==> config.mk <==
export PLATFORM = sky130hd
export DESIGN_NAME = c_frag_pipe_flat
export DESIGN_NICKNAME = d
export VERILOG_FILES = /design/src/rtl/c_frag_pipe_pkg.sv /design/src/rtl/c_frag_pipe_if.sv /design/src/rtl/c_frag_cfg_chain.sv /design/src/rtl/c_frag_pipe.sv /design/src/flat_wrapper.sv
export SDC_FILE = /design/constraint.sdc
export NUM_CORES = 1
export LEC_CHECK = 0
export BUFFER_PORTS_ARGS = -buffer_cell sky130_fd_sc_hd__buf_4
export CAP_MARGIN = 10
export CORE_MARGIN = 4
export CORE_UTILIZATION = 45
export CTS_BUF_LIST = sky130_fd_sc_hd__clkbuf_4 sky130_fd_sc_hd__clkbuf_8 sky130_fd_sc_hd__clkbuf_16
export DETAILED_ROUTE_END_ITERATION = 12
export PLACE_DENSITY = 0.68
export SYNTH_ARGS = -nofsm -noshare
export SYNTH_HDL_FRONTEND = slang
export SYNTH_SLANG_ARGS = --single-unit
==> constraint.sdc <==
create_clock -name QCK -period 3.47 [get_ports QCK]
set_input_delay 0.1735 -clock QCK [delete_from_list [all_inputs] [get_ports QCK]]
set_output_delay 0.1735 -clock QCK [all_outputs]
set_load 0.03 [all_outputs]
==> src/rtl/c_frag_pipe_pkg.sv <==
// Shared pp3 logic-fragment definitions: inversion-config bit map, word type
// and counter helpers used by the pipelined C_FRAG and its config chain.
package c_frag_pipe_pkg;

    localparam int CFG_WORD_BITS = 8;

    localparam int CFG_TAS1 = 0;
    localparam int CFG_TAS2 = 1;
    localparam int CFG_TBS1 = 2;
    localparam int CFG_TBS2 = 3;
    localparam int CFG_BAS1 = 4;
    localparam int CFG_BAS2 = 5;
    localparam int CFG_BBS1 = 6;
    localparam int CFG_BBS2 = 7;

    localparam int CFG_CNT_W = 4;
    localparam logic [CFG_CNT_W-1:0] CFG_CNT_FULL = 4'd8;

    typedef logic [CFG_WORD_BITS-1:0] inv_cfg_t;

    function automatic logic cnt_full(input logic [CFG_CNT_W-1:0] cnt);
        return (cnt == CFG_CNT_FULL);
    endfunction

endpackage

==> src/rtl/c_frag_pipe_if.sv <==
// Data, select, valid and config-chain signals of one c_frag_pipe instance;
// the bench drives through master, the block attaches as slave.
interface c_frag_pipe_if #(parameter int W = 1);

    logic         QEN;
    logic         IVLD;
    logic         TBS, TAB, TSL, BAB, BSL;
    logic [W-1:0] TA1, TA2, TB1, TB2;
    logic [W-1:0] BA1, BA2, BB1, BB2;
    logic [W-1:0] TZ, CZ;
    logic         OVLD;
    logic         CFG_EN, CFG_DI, CFG_COMMIT;
    logic         CFG_RDY, CFG_ERR;

    modport master (
        output QEN, IVLD, TBS, TAB, TSL, BAB, BSL,
        output TA1, TA2, TB1, TB2, BA1, BA2, BB1, BB2,
        output CFG_EN, CFG_DI, CFG_COMMIT,
        input  TZ, CZ, OVLD, CFG_RDY, CFG_ERR
    );

    modport slave (
        input  QEN, IVLD, TBS, TAB, TSL, BAB, BSL,
        input  TA1, TA2, TB1, TB2, BA1, BA2, BB1, BB2,
        input  CFG_EN, CFG_DI, CFG_COMMIT,
        output TZ, CZ, OVLD, CFG_RDY, CFG_ERR
    );

endinterface

==> src/rtl/c_frag_cfg_chain.sv <==
// Serial inversion-config loader: 8-bit shift register with saturating count,
// atomic commit into the active word, and a sticky error for early commits.
module c_frag_cfg_chain
    import c_frag_pipe_pkg::*;
#(
    parameter inv_cfg_t INV_INIT = 8'h00
) (
    input  logic     clk_i,
    input  logic     rst_i,
    input  logic     en_i,
    input  logic     di_i,
    input  logic     commit_i,
    output inv_cfg_t active_o,
    output logic     rdy_o,
    output logic     err_o
);

    inv_cfg_t             sr_q, sr_d;
    inv_cfg_t             active_q, active_d;
    logic [CFG_CNT_W-1:0] cnt_q, cnt_d, cnt_base_s;
    logic                 rdy_q, rdy_d;
    logic                 err_q, err_d;

    // Commit resolves against the pre-shift word; cnt_base_s is the count a
    // same-cycle shift then builds on.
    always_comb begin
        active_d   = active_q;
        err_d      = err_q;
        cnt_base_s = cnt_q;
        if (commit_i) begin
            if (rdy_q) begin
                active_d   = sr_q;
                cnt_base_s = '0;
            end else begin
                err_d = 1'b1;
            end
        end else begin
            cnt_base_s = cnt_q;
        end
    end

    // Shift path with saturating bit count
    always_comb begin
        sr_d  = sr_q;
        cnt_d = cnt_base_s;
        if (en_i) begin
            sr_d = {di_i, sr_q[CFG_WORD_BITS-1:1]};
            if (cnt_full(cnt_base_s)) begin
                cnt_d = CFG_CNT_FULL;
            end else begin
                cnt_d = cnt_base_s + 4'd1;
            end
        end else begin
            cnt_d = cnt_base_s;
        end
        rdy_d = cnt_full(cnt_d);
    end

    // Config state registers, independent of the datapath enable
    always_ff @(posedge clk_i or posedge rst_i) begin
        if (rst_i) begin
            sr_q     <= '0;
            active_q <= INV_INIT;
            cnt_q    <= '0;
            rdy_q    <= 1'b0;
            err_q    <= 1'b0;
        end else begin
            sr_q     <= sr_d;
            active_q <= active_d;
            cnt_q    <= cnt_d;
            rdy_q    <= rdy_d;
            err_q    <= err_d;
        end
    end

    assign active_o = active_q;
    assign rdy_o    = rdy_q;
    assign err_o    = err_q;

endmodule

==> src/rtl/c_frag_pipe.sv <==
// Pipelined W-lane C_FRAG: per-input inversion, three-level mux tree with
// PIPE (1..3) register stages, a matching valid pipe and a loadable config.
module c_frag_pipe
    import c_frag_pipe_pkg::*;
#(
    parameter int       W        = 1,
    parameter int       PIPE     = 1,
    parameter inv_cfg_t INV_INIT = 8'h00
) (
    input  logic         QCK,
    input  logic         QRT,
    c_frag_pipe_if.slave bus
);

    if ((PIPE < 1) || (PIPE > 3)) begin : g_bad_pipe
        $error("c_frag_pipe: PIPE must be in 1..3");
    end

    inv_cfg_t cfg_s;

    c_frag_cfg_chain #(.INV_INIT(INV_INIT)) u_cfg (
        .clk_i    (QCK),
        .rst_i    (QRT),
        .en_i     (bus.CFG_EN),
        .di_i     (bus.CFG_DI),
        .commit_i (bus.CFG_COMMIT),
        .active_o (cfg_s),
        .rdy_o    (bus.CFG_RDY),
        .err_o    (bus.CFG_ERR)
    );

    logic [W-1:0] ta1_s, ta2_s, tb1_s, tb2_s, ba1_s, ba2_s, bb1_s, bb2_s;
    logic [W-1:0] tai_s, tbi_s, bai_s, bbi_s;

    assign ta1_s = bus.TA1 ^ {W{cfg_s[CFG_TAS1]}};
    assign ta2_s = bus.TA2 ^ {W{cfg_s[CFG_TAS2]}};
    assign tb1_s = bus.TB1 ^ {W{cfg_s[CFG_TBS1]}};
    assign tb2_s = bus.TB2 ^ {W{cfg_s[CFG_TBS2]}};
    assign ba1_s = bus.BA1 ^ {W{cfg_s[CFG_BAS1]}};
    assign ba2_s = bus.BA2 ^ {W{cfg_s[CFG_BAS2]}};
    assign bb1_s = bus.BB1 ^ {W{cfg_s[CFG_BBS1]}};
    assign bb2_s = bus.BB2 ^ {W{cfg_s[CFG_BBS2]}};

    assign tai_s = bus.TSL ? ta2_s : ta1_s;
    assign tbi_s = bus.TSL ? tb2_s : tb1_s;
    assign bai_s = bus.BSL ? ba2_s : ba1_s;
    assign bbi_s = bus.BSL ? bb2_s : bb1_s;

    // Stage A outputs: first-level mux results plus the selects still needed
    logic [W-1:0] tai_a_s, tbi_a_s, bai_a_s, bbi_a_s;
    logic         tab_a_s, bab_a_s, tbs_a_s;

    if (PIPE == 3) begin : g_stage_a
        logic [W-1:0] tai_q, tbi_q, bai_q, bbi_q;
        logic         tab_q, bab_q, tbs_q;

        // Registers after the first mux level, selects travel with their data
        always_ff @(posedge QCK or posedge QRT) begin
            if (QRT) begin
                tai_q <= '0;
                tbi_q <= '0;
                bai_q <= '0;
                bbi_q <= '0;
                tab_q <= 1'b0;
                bab_q <= 1'b0;
                tbs_q <= 1'b0;
            end else if (bus.QEN) begin
                tai_q <= tai_s;
                tbi_q <= tbi_s;
                bai_q <= bai_s;
                bbi_q <= bbi_s;
                tab_q <= bus.TAB;
                bab_q <= bus.BAB;
                tbs_q <= bus.TBS;
            end
        end

        assign tai_a_s = tai_q;
        assign tbi_a_s = tbi_q;
        assign bai_a_s = bai_q;
        assign bbi_a_s = bbi_q;
        assign tab_a_s = tab_q;
        assign bab_a_s = bab_q;
        assign tbs_a_s = tbs_q;
    end else begin : g_stage_a_bypass
        assign tai_a_s = tai_s;
        assign tbi_a_s = tbi_s;
        assign bai_a_s = bai_s;
        assign bbi_a_s = bbi_s;
        assign tab_a_s = bus.TAB;
        assign bab_a_s = bus.BAB;
        assign tbs_a_s = bus.TBS;
    end

    logic [W-1:0] tzi_s, bzi_s;
    assign tzi_s = tab_a_s ? tbi_a_s : tai_a_s;
    assign bzi_s = bab_a_s ? bbi_a_s : bai_a_s;

    logic [W-1:0] tzi_b_s, bzi_b_s;
    logic         tbs_b_s;

    if (PIPE >= 2) begin : g_stage_b
        logic [W-1:0] tzi_q, bzi_q;
        logic         tbs_q;

        // Registers after the second mux level
        always_ff @(posedge QCK or posedge QRT) begin
            if (QRT) begin
                tzi_q <= '0;
                bzi_q <= '0;
                tbs_q <= 1'b0;
            end else if (bus.QEN) begin
                tzi_q <= tzi_s;
                bzi_q <= bzi_s;
                tbs_q <= tbs_a_s;
            end
        end

        assign tzi_b_s = tzi_q;
        assign bzi_b_s = bzi_q;
        assign tbs_b_s = tbs_q;
    end else begin : g_stage_b_bypass
        assign tzi_b_s = tzi_s;
        assign bzi_b_s = bzi_s;
        assign tbs_b_s = tbs_a_s;
    end

    logic [W-1:0] czi_s;
    assign czi_s = tbs_b_s ? bzi_b_s : tzi_b_s;

    logic [W-1:0] tz_q, cz_q;
    logic [PIPE-1:0] vld_q, vld_d;

    // Valid pipe is exactly PIPE flops deep so OVLD lines up with TZ/CZ
    always_comb begin
        vld_d    = vld_q;
        vld_d[0] = bus.IVLD;
        for (int i = 1; i < PIPE; i++) begin
            vld_d[i] = vld_q[i-1];
        end
    end

    // Output and valid registers
    always_ff @(posedge QCK or posedge QRT) begin
        if (QRT) begin
            tz_q  <= '0;
            cz_q  <= '0;
            vld_q <= '0;
        end else if (bus.QEN) begin
            tz_q  <= tzi_b_s;
            cz_q  <= czi_s;
            vld_q <= vld_d;
        end
    end

    assign bus.TZ   = tz_q;
    assign bus.CZ   = cz_q;
    assign bus.OVLD = vld_q[PIPE-1];

endmodule

==> src/flat_wrapper.sv <==
// flat-port wrapper written by rule: the top's interface ports become plain ports
module c_frag_pipe_flat import c_frag_pipe_pkg::*;
#(
    parameter int       W        = 1,
    parameter int       PIPE     = 1,
    parameter inv_cfg_t INV_INIT = 8'h00
)
  (QCK, QRT, bus_QEN, bus_IVLD, bus_TBS, bus_TAB, bus_TSL, bus_BAB, bus_BSL, bus_TA1, bus_TA2, bus_TB1, bus_TB2, bus_BA1, bus_BA2, bus_BB1, bus_BB2, bus_CFG_EN, bus_CFG_DI, bus_CFG_COMMIT, bus_TZ, bus_CZ, bus_OVLD, bus_CFG_RDY, bus_CFG_ERR);
  c_frag_pipe_if #(.W(W)) bus_i ();
  input  logic QCK;
  input  logic QRT;
  input wire logic [$bits(bus_i.QEN)-1:0] bus_QEN;
  input wire logic [$bits(bus_i.IVLD)-1:0] bus_IVLD;
  input wire logic [$bits(bus_i.TBS)-1:0] bus_TBS;
  input wire logic [$bits(bus_i.TAB)-1:0] bus_TAB;
  input wire logic [$bits(bus_i.TSL)-1:0] bus_TSL;
  input wire logic [$bits(bus_i.BAB)-1:0] bus_BAB;
  input wire logic [$bits(bus_i.BSL)-1:0] bus_BSL;
  input wire logic [$bits(bus_i.TA1)-1:0] bus_TA1;
  input wire logic [$bits(bus_i.TA2)-1:0] bus_TA2;
  input wire logic [$bits(bus_i.TB1)-1:0] bus_TB1;
  input wire logic [$bits(bus_i.TB2)-1:0] bus_TB2;
  input wire logic [$bits(bus_i.BA1)-1:0] bus_BA1;
  input wire logic [$bits(bus_i.BA2)-1:0] bus_BA2;
  input wire logic [$bits(bus_i.BB1)-1:0] bus_BB1;
  input wire logic [$bits(bus_i.BB2)-1:0] bus_BB2;
  input wire logic [$bits(bus_i.CFG_EN)-1:0] bus_CFG_EN;
  input wire logic [$bits(bus_i.CFG_DI)-1:0] bus_CFG_DI;
  input wire logic [$bits(bus_i.CFG_COMMIT)-1:0] bus_CFG_COMMIT;
  output wire logic [$bits(bus_i.TZ)-1:0] bus_TZ;
  output wire logic [$bits(bus_i.CZ)-1:0] bus_CZ;
  output wire logic [$bits(bus_i.OVLD)-1:0] bus_OVLD;
  output wire logic [$bits(bus_i.CFG_RDY)-1:0] bus_CFG_RDY;
  output wire logic [$bits(bus_i.CFG_ERR)-1:0] bus_CFG_ERR;
  assign bus_i.QEN = bus_QEN;
  assign bus_i.IVLD = bus_IVLD;
  assign bus_i.TBS = bus_TBS;
  assign bus_i.TAB = bus_TAB;
  assign bus_i.TSL = bus_TSL;
  assign bus_i.BAB = bus_BAB;
  assign bus_i.BSL = bus_BSL;
  assign bus_i.TA1 = bus_TA1;
  assign bus_i.TA2 = bus_TA2;
  assign bus_i.TB1 = bus_TB1;
  assign bus_i.TB2 = bus_TB2;
  assign bus_i.BA1 = bus_BA1;
  assign bus_i.BA2 = bus_BA2;
  assign bus_i.BB1 = bus_BB1;
  assign bus_i.BB2 = bus_BB2;
  assign bus_i.CFG_EN = bus_CFG_EN;
  assign bus_i.CFG_DI = bus_CFG_DI;
  assign bus_i.CFG_COMMIT = bus_CFG_COMMIT;
  assign bus_TZ = bus_i.TZ;
  assign bus_CZ = bus_i.CZ;
  assign bus_OVLD = bus_i.OVLD;
  assign bus_CFG_RDY = bus_i.CFG_RDY;
  assign bus_CFG_ERR = bus_i.CFG_ERR;
  c_frag_pipe #(.W(W), .PIPE(PIPE), .INV_INIT(INV_INIT)) u_core (.QCK(QCK), .QRT(QRT), .bus(bus_i));
endmodule
==> results of run 1 <==
## power breakdown
group | internal, mW | leakage, nW | total [mW] | switching (mW)
sequential | 0.399 | 0.299 | 0.478 | 0.0797
combinational | 0.215 | 0.279 | 0.364 | 0.149
clock | 0.0431 | 0.0177 | 0.126 | 0.0833
total | 0.657 | 0.596 | 0.969 | 0.312
## synth_stat cells (all sizes together)
cell type   n  share of area, %
xor2        1              0.77
mux2       19                19
a21o        1              0.66
o21ai       2              0.88
nor4b       1              0.77
nor3        1              0.44
o211ai      1              0.66
a32o        1              0.88
inv         2              0.66
ha          1               1.1
and2        3               1.6
nand4       1              0.55
nand2       1              0.33
mux2i       1              0.88
o21a        1              0.66
a21oi       3               1.3
dfrtp      25                55
nor2        3              0.99
buf         3               1.3
and4bb      1               1.1
mux4        2               3.9
xnor2       9               6.9
## metal layers
metal	track usage [%]	up-vias	routed length, um
met5	0	-	0
met4	6.623	0	10
met3	2.412	2	125
met2	21.05	19	935
met1	15.37	361	778
li1	-	346	-
## through the flow
| stage | worst slack [ns] | instance area [um^2] |
|---|---|---|
| 2_1_floorplan | 1.775 | 1141 |
| 3_3_place_gp | 1.928 | 1341 |
| 3_5_place_dp | 1.887 | 1341 |
| 4_1_cts | 1.863 | 1369 |
| 5_1_grt | 1.726 | 1369 |
| 6_report | 1.861 | 1369 |
## sequential cells by signal (all words and copies together), names as in the netlist
name	count
u_core.bus.OVLD	1
u_core.u_cfg.active_o	8
u_core.bus.CZ	1
u_core.u_cfg.cnt_q	4
u_core.bus.TZ	1
u_core.u_cfg.rdy_o	1
u_core.u_cfg.sr_q	8
u_core.u_cfg.err_o	1
## worst paths after layout
check,from,to,slack [ns],cells after the start
worst max-delay path,u_core.u_cfg.rdy_o,u_core.u_cfg.rdy_o,1.86,7
worst min-delay path,QRT,u_core.u_cfg.active_o[3],0.04,2
worst max register to register,u_core.u_cfg.rdy_o,u_core.u_cfg.rdy_o,1.86,7
worst min register to register,u_core.u_cfg.err_o,u_core.u_cfg.err_o,0.48,1
max in group asynchronous,QRT,u_core.u_cfg.active_o[1],2.87,2
min in group QCK,bus_QEN,u_core.bus.TZ,0.04,2
## kinds of logic (layout without fill, tap and decap cells)
logic type	after synthesis	after routing	synth area share (%)
AO/OA/AOI/OAI	9	9	5.044
AND/OR/NAND/NOR	11	11	5.811
XOR/XNOR	10	10	7.676
multiplexers	22	22	23.57
flip-flops	25	25	54.82
buffers and inverters	5	30	1.974
adder cells (fa/ha/maj)	1	1	1.096
## area by class of cell
cell class / count / area share (%)
clock buffers: 3 / 1.645
inverters: 2 / 0.5484
well taps: 28 / 2.559
repair buffers: 24 / 13.16
flip-flops and latches: 25 / 45.70
clock inverters: 1 / 0.3656
multi-input cells: 53 / 36.01
==> flow_summary.json, run 1 <==
{
  "outcome": "complete, no violations",
  "detail_route.wl_per_cell_um": 13.59,
  "final_cell_mix": "dfrtp_1, buf_4, mux2_2",
  "grt_use_total_pct": 12.61,
  "period_share_pct": 46.36,
  "ys_seq_elements": 25,
  "critPathCaptureType": "flop",
  "antennaDiodeCount": 0,
  "crit_path_max_fanout": 4,
  "place.gp.congestion": 0.7619,
  "final_cells": 136,
  "peakVddDrop_mv": 0.4089,
  "cp_cell_sequence": "nand2_1, and2_1, ha_1, xnor2_1, a21oi_1, o21ai_0, and4bb_2",
  "hpwl_um": 1386,
  "post-route-util_pct": 59.04,
  "grt_max_degree": 26,
  "crit_path_top_delay_cell": "dfrtp_1",
  "clock_skew_ns": 0.01170,
  "syn2layout_area_growth_pct": 19.96,
  "hold_viol": 0,
  "io_buffers": 24,
  "ys_warn_count": 0,
  "p_leak_nw": 0.5956,
  "maxSlewViolCount": 0,
  "whs_ns": 0.04029,
  "slew_headroom_pct": 39.27,
  "fin_setup_tns_ns": 0,
  "postCtsSetupBuffers": 0,
  "numCtsBuffers": 3,
  "startpoint_type": "flop",
  "cts-root-buf": "clkbuf_4",
  "fp-row-count": 17,
  "cts_tree": "done",
  "start_util_pct": 49.22,
  "cts_hold_buf": 0,
  "slowest_delay_ns": 0.40,
  "cts_resized": 0,
  "placed_cells": 132,
  "avgViaCountPerCell": 5.353,
  "die_w_um": 58.36,
  "dr.pass1.iters": 4,
  "crit_type": "flop to flop",
  "multi_input_area_um2": 493.0,
  "die_area_mm2": 0.003405,
  "fin_nets": 130,
  "hold_class": "primary input to async pin",
  "rsz0062_at_grt": "false",
  "overflow": 0,
  "drive_above_1_share_pct": 46.30,
  "required_ns": 3.72,
  "clkTransAtPathRegs_ns": 0.14,
  "powerDensity_mw_per_mm2": 707.9,
  "syn_inst": 83,
  "drtIter0Drc": 11,
  "postRouteAntennaNets": 0,
  "cap_violations": 0,
  "io_pins": 25,
  "htreeDepth": 1,
  "syn_nets": 104,
  "first_global_vias": 805,
  "synth_area_mm2": 0.001141,
  "die_y_um": 58.36,
  "vias": 728,
  "route.detailed.drc": 0,
  "setup-violations-final": 0,
  "worst-path-buf-inv": 0,
  "clk_path_buf_depth": 2,
  "cts_sinks": 25,
  "antenna_found_initial": 0,
  "coreArea_mm2": 0.002318,
  "fin_crit_ns": 1.609,
  "totalWireLength_um": 1848,
  "insertion_delay_ns": 0.32,
  "avgSynthCellArea_um2": 13.75,
  "total_power_mw": 0.9690,
  "critPathArrivalTime_ns": 1.86,
  "crit_family": "simple AND/OR/NAND/NOR gates",
  "tightest_slew_ns": 0.9100,
  "timing.fmax_mhz": 621.6,
  "final_common_cell": "dfrtp_1",
  "seq_area_um2": 625.6,
  "yosysSeqAreaShare_pct": 54.82,
  "final.fill_count": 185,
  "grt_pass1_wl_um": 3339,
  "synth_cell_types": 22
}
Note: power is estimated with default switching activity, not from simulation.
==> run 2, diff against run 1 <==
--- a/config.mk
+++ b/config.mk
@@ -11,7 +11,7 @@
 export CORE_UTILIZATION = 45
 export CTS_BUF_LIST = sky130_fd_sc_hd__clkbuf_4 sky130_fd_sc_hd__clkbuf_8 sky130_fd_sc_hd__clkbuf_16
 export DETAILED_ROUTE_END_ITERATION = 12
-export PLACE_DENSITY = 0.68
+export PLACE_DENSITY = 0.71
 export SYNTH_ARGS = -nofsm -noshare
 export SYNTH_HDL_FRONTEND = slang
 export SYNTH_SLANG_ARGS = --single-unit
==> constraint.sdc (replaced) <==
create_clock -name QCK -period 1.3 [get_ports QCK]
set_input_delay 0.065 -clock QCK [delete_from_list [all_inputs] [get_ports QCK]]
set_output_delay 0.065 -clock QCK [all_outputs]
set_load 0.03 [all_outputs]
==> run 2 against run 1 <==
Effect of this change: the flow now finishes with violations (negative setup slack); sequential share of layout area fell by 5.6 points; sequential cell count did not move; hold slack improved by 0.067 ns; register-to-register slack got worse by 2.0 ns; count of clock-buffer cells in the layout did not move; clock power rose to 2.8 times the previous value; design area rose by 14%; sequential power rose to 2.7 times the previous value; first-iteration DRC count fell by 36%; non-clock buffer count rose by 18; core utilization rose by 8.4 points; critical endpoint unchanged; largest power group is now combinational logic.
==> flow_summary.json, run 2 (synthesized netlist as in run 1, its figures left out) <==
{
  "powerDensity_mw_per_mm2": 1905,
  "final.fill_count": 173,
  "critPathCaptureType": "flop",
  "insertion_delay_ns": 0.32,
  "die_y_um": 58.36,
  "overflow": 0,
  "p_leak_nw": 0.6896,
  "layout_setup_ws_ns": -0.1370,
  "reg2reg_depth": 5,
  "violations": "negative setup slack",
  "syn2layout_area_growth_pct": 37.06,
  "hpwl_um": 1417,
  "critPathArrivalTime_ns": 1.70,
  "clock_skew_ns": 0.01171,
  "hold_viol": 0,
  "die_w_um": 58.36,
  "htreeDepth": 1,
  "cts-root-buf": "clkbuf_4",
  "cap_violations": 0,
  "numCtsBuffers": 3,
  "final_common_cell": "buf_4",
  "crit_path_max_fanout": 3,
  "slew_headroom_pct": 78.74,
  "tightest_slew_ns": 0.3181,
  "start_util_pct": 49.22,
  "maxSlewViolCount": 0,
  "detail_route.wl_per_cell_um": 12.88,
  "fin_nets": 148,
  "grt_use_total_pct": 13.51,
  "coreArea_mm2": 0.002318,
  "final_cell_mix": "buf_4, dfrtp_1, mux2_2",
  "grt_pass1_wl_um": 3560,
  "drive_above_1_share_pct": 57.14,
  "fin_setup_tns_ns": -0.3626,
  "peakVddDrop_mv": 1.253,
  "fp-row-count": 17,
  "clk_path_buf_depth": 2,
  "hold_class": "primary input to flop",
  "timing.fmax_mhz": 695.9,
  "fin_crit_ns": 1.437,
  "outcome": "complete, but fails checks",
  "rsz0062_at_grt": "true",
  "r2r_slack_ns": -0.14,
  "r2r-end": "u_core.u_cfg.rdy_o",
  "io_buffers": 24,
  "avgViaCountPerCell": 5.110,
  "critPathLaunch": "u_core.u_cfg.rdy_o",
  "crit_type": "flop to flop",
  "postRouteAntennaNets": 0,
  "cts_sinks": 25,
  "route.detailed.drc": 0,
  "placed_cells": 138,
  "clkTransAtPathRegs_ns": 0.14,
  "whs_ns": 0.1075,
  "startpoint_type": "flop",
  "min_from": "bus_TSL",
  "io_pins": 25,
  "grt_max_degree": 26,
  "antenna_found_initial": 0,
  "first_global_vias": 877,
  "required_ns": 1.56,
  "total_power_mw": 2.979,
  "setup-violations-final": 5,
  "final_cells": 154,
  "endpoint": "u_core.u_cfg.rdy_o",
  "antennaDiodeCount": 0,
  "totalWireLength_um": 1983,
  "period_share_pct": 110.5,
  "rr_startpoint": "u_core.u_cfg.rdy_o",
  "place.gp.congestion": 0.8288,
  "vias": 787,
  "die_area_mm2": 0.003405,
  "cts_tree": "done",
  "drtIter0Drc": 7,
  "dr.pass1.iters": 4
}
-- run 2: cell types whose count changed in the layout (fill, tap and decap cells not counted), sizes merged --
cell / change
buf: +13
clkinvlp: +1
dlygate4sd3: +5
clkinv: -1
-- run 2: layout make-up --
class                      instances  area [um^2]  area share, %
inverter                           2        7.507         0.4800
timing repair buffer              42        327.8          20.96
clock inverter                     1        7.507         0.4800
clock buffer                       3        22.52          1.440
sequential                        25        626.9          40.08
multi-input combinational         53        536.8          34.32
tap                               28        35.03          2.240
-- run 2: metal layers --
| metal | track usage, % | up-vias | wire [um] |
|---|---|---|---|
| met4 | 5.960 | 0 | 19 |
| met1 | 15.16 | 385 | 845 |
| li1 | - | 379 | - |
| met3 | 2.193 | 2 | 125 |
| met5 | 0 | - | 0 |
| met2 | 24.88 | 21 | 992 |
-- run 2: worst min-delay path by stage --
stage                     slack (ns)  cells after the start                  endpoint
after floorplan                 0.09                      1             u_core.bus.CZ
after global placement          0.14                      3  u_core.u_cfg.active_o[7]
after detailed placement        0.14                      3  u_core.u_cfg.active_o[7]
after CTS                       0.11                      3             u_core.bus.TZ
after global routing            0.10                      3             u_core.bus.TZ
final                           0.11                      3             u_core.bus.TZ
-- run 2: critical path, stage by stage, from the launching register on --
cell and delay [ns]:
dfrtp_2 0.43, nand2_2 0.07, and2_4 0.16, ha_4 0.19, mux2_4 0.26, and4bb_2 0.27
-- run 2: where the power goes --
group / switching [mW] / internal (mW)
clock: 0.236 / 0.118
combinational: 0.495 / 0.854
sequential: 0.210 / 1.07
total: 0.941 / 2.04
-- run 2: repair_timing --
| item | 4_1_cts | 5_1_grt |
|---|---|---|
| setup endpoints to repair | 11 | 6 |
| hold endpoints to repair | 30 | 0 |
| gates resized for setup | 2 | 4 |
| hold buffers | 5 | 0 |
| pin swaps | 4 | 0 |
| buffers inserted | 6 | 1 |
-- run 2: through the flow --
step | utilization, % | area, um^2 | setup slack (ns)
after floorplan | - | 1172 | -0.2097
after global placement | 61.14 | 1418 | -0.1165
after detailed placement | 61.14 | 1418 | -0.1441
after CTS | 66.59 | 1544 | -0.1530
after global routing | 67.46 | 1564 | -0.1941
final | 67.46 | 1564 | -0.1370
